File: src/rtl/game_pkg.sv
// Shared constants for the whack-a-mole game: button count and debounce windows.
package game_pkg;

    localparam int unsigned N_BTN         = 5;
    localparam int unsigned DEBOUNCE_10MS = 1_000_000;
    localparam int unsigned DEBOUNCE_SIM  = 4;

endpackage

File: src/rtl/debounce_channel.sv
// One button channel: 2-flop synchronizer, stability counter, debounced level
// and single-cycle press/release pulses.
module debounce_channel #(
    parameter int unsigned DEBOUNCE_CYCLES = 4,
    parameter int unsigned CNT_W           = 2
) (
    input  logic clk,
    input  logic reset,
    input  logic i_btn_raw_n,
    output logic o_level,
    output logic o_press,
    output logic o_release,
    output logic o_press_next_c
);

    localparam logic [CNT_W-1:0] CNT_TERM = CNT_W'(DEBOUNCE_CYCLES - 1);

    logic             r_sync1;
    logic             r_sync2;
    logic             r_stable;
    logic [CNT_W-1:0] r_cnt;
    logic             r_press;
    logic             r_release;

    logic w_differ;
    logic w_accept;
    logic w_press_next;
    logic w_release_next;

    // A change is accepted on the edge where the counter already sits at terminal.
    assign w_differ       = r_sync2 != r_stable;
    assign w_accept       = w_differ && (r_cnt == CNT_TERM);
    assign w_press_next   = w_accept && r_sync2;
    assign w_release_next = w_accept && !r_sync2;

    always_ff @(posedge clk or negedge reset) begin
        if (!reset) begin
            r_sync1   <= 1'b0;
            r_sync2   <= 1'b0;
            r_stable  <= 1'b0;
            r_cnt     <= '0;
            r_press   <= 1'b0;
            r_release <= 1'b0;
        end else begin
            r_sync1   <= ~i_btn_raw_n;
            r_sync2   <= r_sync1;
            r_press   <= w_press_next;
            r_release <= w_release_next;
            if (!w_differ) begin
                r_cnt <= '0;
            end else if (w_accept) begin
                r_stable <= r_sync2;
                r_cnt    <= '0;
            end else begin
                r_cnt <= r_cnt + CNT_W'(1);
            end
        end
    end

    assign o_level        = r_stable;
    assign o_press        = r_press;
    assign o_release      = r_release;
    assign o_press_next_c = w_press_next;

endmodule

File: src/rtl/button_conditioner.sv
// Conditions the raw active-low game buttons into debounced levels and
// single-cycle press/release pulses, plus a registered any-press flag.
module button_conditioner #(
    parameter int unsigned N_BTN           = game_pkg::N_BTN,
    parameter int unsigned DEBOUNCE_CYCLES = game_pkg::DEBOUNCE_10MS
) (
    input  logic             clk,
    input  logic             reset,
    input  logic [N_BTN-1:0] btn_raw_n,
    output logic [N_BTN-1:0] btn_level,
    output logic [N_BTN-1:0] btn_press,
    output logic [N_BTN-1:0] btn_release,
    output logic             any_press
);

    localparam int unsigned CNT_W = $clog2(DEBOUNCE_CYCLES);

    logic [N_BTN-1:0] w_press_next;
    logic             r_any_press;

    for (genvar g = 0; g < N_BTN; g++) begin : g_chan
        debounce_channel #(
            .DEBOUNCE_CYCLES (DEBOUNCE_CYCLES),
            .CNT_W           (CNT_W)
        ) u_chan (
            .clk            (clk),
            .reset          (reset),
            .i_btn_raw_n    (btn_raw_n[g]),
            .o_level        (btn_level[g]),
            .o_press        (btn_press[g]),
            .o_release      (btn_release[g]),
            .o_press_next_c (w_press_next[g])
        );
    end

    // Registered from the channels' next-press terms so it lines up with btn_press.
    always_ff @(posedge clk or negedge reset) begin
        if (!reset) begin
            r_any_press <= 1'b0;
        end else begin
            r_any_press <= |w_press_next;
        end
    end

    assign any_press = r_any_press;

endmodule
File: config.mk
export PLATFORM = sky130hd
export DESIGN_NAME = button_conditioner
export DESIGN_NICKNAME = d
export VERILOG_FILES = /design/src/rtl/game_pkg.sv /design/src/rtl/debounce_channel.sv /design/src/rtl/button_conditioner.sv
export SDC_FILE = /design/constraint.sdc
export NUM_CORES = 1
export LEC_CHECK = 0
export BUFFER_PORTS_ARGS = -buffer_cell sky130_fd_sc_hd__buf_2
export CORE_MARGIN = 2
export CORE_UTILIZATION = 56
export DETAILED_ROUTE_END_ITERATION = 16
export PLACE_DENSITY = 0.76
export SLEW_MARGIN = 15
export SYNTH_ARGS = -nofsm -noshare
export SYNTH_HDL_FRONTEND = slang
export SYNTH_SLANG_ARGS = --single-unit
File: constraint.sdc
create_clock -name clk -period 2.1 [get_ports clk]
set_clock_uncertainty 0.1 [all_clocks]
set_input_delay 0.105 -clock clk [delete_from_list [all_inputs] [get_ports clk]]
set_output_delay 0.105 -clock clk [all_outputs]
set_load 0.03 [all_outputs]
# Word-level counts from Yosys, hierarchy flattened
# Cells that the tools add are included.
# word_totals
register_bits	126
inputBits	7
output_inout_bits	16
elab_cells	87
# classes
add_sub_neg	5
eq_ne	10
muxes	10
bitwise_logic	5
reduce_logical	26
# ops
op	count
2-to-1 mux 20 bit	10
adder 20 x 1 -> 20 bit (second input constant)	5
== test 20 bit (second input constant)	5
logical AND 1 bit	15
AND reduction 2 bit	5
zero test 1 bit	5
!= test 1 bit	5
inverter 1 bit	5
OR reduction 5 bit	1

# Logic depth before layout (Yosys ltp)
# depth
ltp_word	4
depth_mapped	7
ltp_nobuf	5

# Cells and area by module
# From an unflattened synthesis, not the netlist that was laid out.
# unflattened
cells_unflattened	574
hier_area_um2	5949.5
# modules_own_cells
module	n_inst	cells_per_inst	area_per_inst_um2	seq_area_each_um2
debounce_channel	5	114	1182.4	625.6
button_conditioner	1	4	37.5	25.0

# Worst setup path before layout
# Ideal clock, no wire load.
# synth_timing
path_type	reg-to-reg
from	register g_chan[2].u_chan.r_cnt[0]
to	register g_chan[2].u_chan.r_cnt[18]
setup_ns	0.119
arrival_ns	1.845
t_required_ns	1.881
setup_slack_ns	0.036
path_stages_with_launch	7
n_path_buf	1
synth_period_minus_slack_ns	2.064
cell_sequence	dfrtp_1 > ha_1 > nand3_2 > or4_1 > clkbuf_1 > o31a_1 > o21ba_2
# synth_between
elab_chain_len	4
word_cells_on_any_way	5
classes_between	1 x add/sub; 1 x eq/ne; 2 x mux; 1 x reduce/logical
# synth_lines
item	line_no	rtl
start: declaration	debounce_channel.sv:21	logic [CNT_W-1:0] r_cnt;
start signal: assignment	debounce_channel.sv:55	r_cnt <= r_cnt + CNT_W'(1);
parallel branches: the longest is 2 deep, another holds adder 20 x 1 -> 20 bit	n/a	
2-to-1 mux 20 bit *	debounce_channel.sv:51	end else if (w_accept) begin
2-to-1 mux 20 bit *	debounce_channel.sv:49	if (!w_differ) begin
# Every way passes the cells marked *.
# A chain may end at the register's enable or synchronous reset.

# Worst setup path after layout
# layout_timing
from	register g_chan[4].u_chan.r_cnt[2]
to	register g_chan[4].u_chan.r_cnt[19]
# layout_between
elab_chain_len	4
word_cells_on_any_way	5
classes_between	1 x add/sub; 1 x eq/ne; 2 x mux; 1 x reduce/logical
# layout_lines
item	line_no
start: declaration	debounce_channel.sv:21
start signal: assignment	debounce_channel.sv:55
parallel branches: the longest is 2 deep, another holds adder 20 x 1 -> 20 bit	n/a
2-to-1 mux 20 bit *	debounce_channel.sv:51
2-to-1 mux 20 bit *	debounce_channel.sv:49
# Marks and branches as above.

==> impl_metrics.toml <==
[sta]
layout_setup_ws_ns = 0.0974
clock.fmax_mhz = 499
final_max_slew_viol_count = 0
worstMarginPinSlew_ns = 0.508
layout_min_cycle_time_ns = 2.00
fin_setup_tns_ns = 0
rsz0062_at_grt = "false"
slew_headroom_pct = 66.1
finalHoldViolations = 2
setup_viol = 0
timing.final.crit_share_pct = 95.4
hold_slack_ns = -0.00345

[global_routing]
grt.total_usage_pct = 23.3
grt_pass1_wl_um = 21500
grt_max_degree = 54
antenna_found_initial = 0
grt_pass1_vias = 4694
grt_overflow_total = 0

[layout]
areaGrowthSynthToFinish_pct = 17.9
nNetsFinal = 680
drive_gt1_share_pct = 17.7
layout_common_cells = "dfrtp_1 (126), nor2_1 (78), nand2_1 (41), xnor2_1 (34), buf_4 (31)"
diodes = 0
final_common_cell = "dfrtp_1"
fillers = 787
seq_area_sq_um = 3150
multiInputGateArea_sq_um = 2790
final_core_util_pct = 67.6
finalNonFillerCells = 819
final_area_sq_um = 7300

[drt]
wl_met1_um = 5730
wl_um = 12600
ant_nets = 0
route.met2.wl_um = 6110
remaining_drc_errors = 0
via_count = 4785
wl_met3_um = 483
top_layer = "met4"
wl_per_cell_um = 15.4
drt_iter0_markers = 237
viasPerCell = 5.84
firstDrtPassIters = 5

[floorplanning]
ios = 23
die_h_um = 109
die_area_sq_um = 11900
die_w_um = 109
initial_utilization_pct = 57.3
core_area_sq_um = 10800
fp-row-count = 38

[worst_hold_path]
hold_class = "primary input to asynchronous set/reset pin"

[placed_design]
io_buffers = 22
pre_cts_slack_ns = 0.00691
dp_hpwl_um = 8520
dpl-instance-area_sq_um = 6580
gp_congestion = 0.851
dp_cells = 780

[clock_network]
numCtsBuffers = 17
cts_root_buffer = "clkbuf_8"
path_clk_slew_ns = 0.06
cts_sinks = 126
h-tree-depth = 4
insertion_delay_ns = 0.53
tritoncts = "done"
cts_buffer_depth = 2

[pwr]
powerDensity_nw_per_um2 = 772
ir_worst_vdd_v = 0.000739
power.total_mw = 5.64
p_leak_nw = 3.10

[yosys]
synthArstFlopShare_pct = 100
synth_area_leader_cell = "dfrtp_1"
ys_ff_latch = 126
ys.flop_type = "dfrtp_1"
avgSynthCellArea_sq_um = 10.0
syn-num-nets = 629
yosysSeqAreaShare_pct = 50.9
synth_cells = 617
synth_top_area_share_pct = 50.9
yosysWarnings = 0
synth_area_sq_um = 6190
synth_edf_count = 0
synth_area_leaders = "dfrtp_1 (51%), xnor2_1 (4.8%), nor2_1 (4.7%), xor2_1 (3.8%), nand2_1 (2.5%)"
yosysUniqueCellTypes = 55

[worst_setup_path]
crit_type = "flip-flop to flip-flop"
cp-start-kind = "flip-flop"
crit_required_ns = 2.44
crit_start = "g_chan[4].u_chan.r_cnt[2]$_DFF_PN0_"
cp_max_fo = 9
critPathCaptureType = "flip-flop"
r2r-start = "g_chan[4].u_chan.r_cnt[2]$_DFF_PN0_"
arrival_ns = 2.34

[outcome]
violations = "negative hold slack"
status = "complete, but fails checks"

[run]
drv_cap = 0
-- path summary, 6_finish.rpt --
path / endpoint / slack, ns / cells past startpoint
max: g_chan[4].u_chan.r_cnt[19]$_DFF_PN0_ / 0.1 / 4
max reg2reg: g_chan[4].u_chan.r_cnt[19]$_DFF_PN0_ / 0.1 / 4
min in group clk: g_chan[1].u_chan.r_sync1$_DFF_PN0_ / 0.15 / 3
min: g_chan[3].u_chan.r_cnt[11]$_DFF_PN0_ / -0.003 / 2
max in group asynchronous: g_chan[4].u_chan.r_cnt[19]$_DFF_PN0_ / 1.25 / 3
min reg2reg: g_chan[3].u_chan.r_sync2$_DFF_PN0_ / 0.25 / 0
-- logic make-up (layout without fill, tap and decap cells) --
group / after synthesis / count (layout) / share of synthesized area (%)
muxes: 5 / 5 / 0.910
AOI/OAI and AO/OA: 73 / 73 / 7.70
adders and majority gates: 5 / 5 / 1.01
buffers and inverters: 55 / 117 / 4.67
and+or+nand+nor: 292 / 292 / 26.1
xor gates and xnor gates: 61 / 61 / 8.63
DFF: 126 / 126 / 50.9
-- where the power goes --
part	internal [mW]	switching (mW)	total (mW)
clock	1.89	1.05	2.95
combinational	0.0775	0.120	0.198
sequential	2.46	0.0295	2.49
total	4.43	1.20	5.64
-- final cells by class --
class | count | area share (%)
Clock buffer | 21 | 6.29
Sequential cell | 126 | 43.2
Tap cell | 140 | 2.40
Multi-Input combinational cell | 436 | 38.2
Clock inverter | 9 | 1.87
Timing Repair Buffer | 64 | 6.86
Inverter | 23 | 1.18
-- timing repair --
action | in CTS | in global routing
buffers inserted | 0 | 2
hold buffers | 6 | 0
cloned | 0 | 1
resized for setup | 1 | 8
endpoints found under the hold margin | 131 | 0
setup endpoints to repair | 1 | 29
pin swaps | 0 | 3
-- worst max-delay path, stage by stage, from the launching register on --
cell	delay, ns
dfrtp_1	0.41
and4_1	0.38
nand4_1	0.31
or4_1	0.50
a21oi_1	0.21
-- layer usage --
metal	vias up	GRT usage, %
met5	-	0
met4	0	10.3
met3	22	5.56
met2	110	36.9
met1	2367	30.5
li1	2286	-
-- sequential cells by signal, summed over array words and instances (netlist names) --
signal / flops
any_press: 1
g_chan.u_chan.r_sync2: 5
g_chan.u_chan.r_cnt: 100
g_chan.u_chan.o_press: 5
g_chan.u_chan.o_level: 5
g_chan.u_chan.o_release: 5
g_chan.u_chan.r_sync1: 5
-- Yosys cell counts (2+ instances only) --
cell,n
dfrtp_1,126
nand2b_1,2
nor2_1,78
o21ba_2,3
a21bo_2,2
or2_2,6
and3_1,9
ha_1,5
nor4_1,14
clkbuf_1,6
nor3_1,14
nor3b_1,5
nand3_1,26
buf_4,15
mux2_2,5
buf_2,9
and4_1,11
nand2_1,41
or4_1,15
and2_1,8
o21ai_0,16
xor2_1,27
nand4_1,22
nor4b_1,5
xnor2_1,34
nand3_2,2
buf_6,2
a21oi_1,27
inv_1,23
o31ai_1,11
o31a_1,2
or3_1,15
nand4_2,2
or4b_1,3
o41ai_1,2
o221ai_1,2
nand4b_1,4
(Power assumes the default switching activity.)
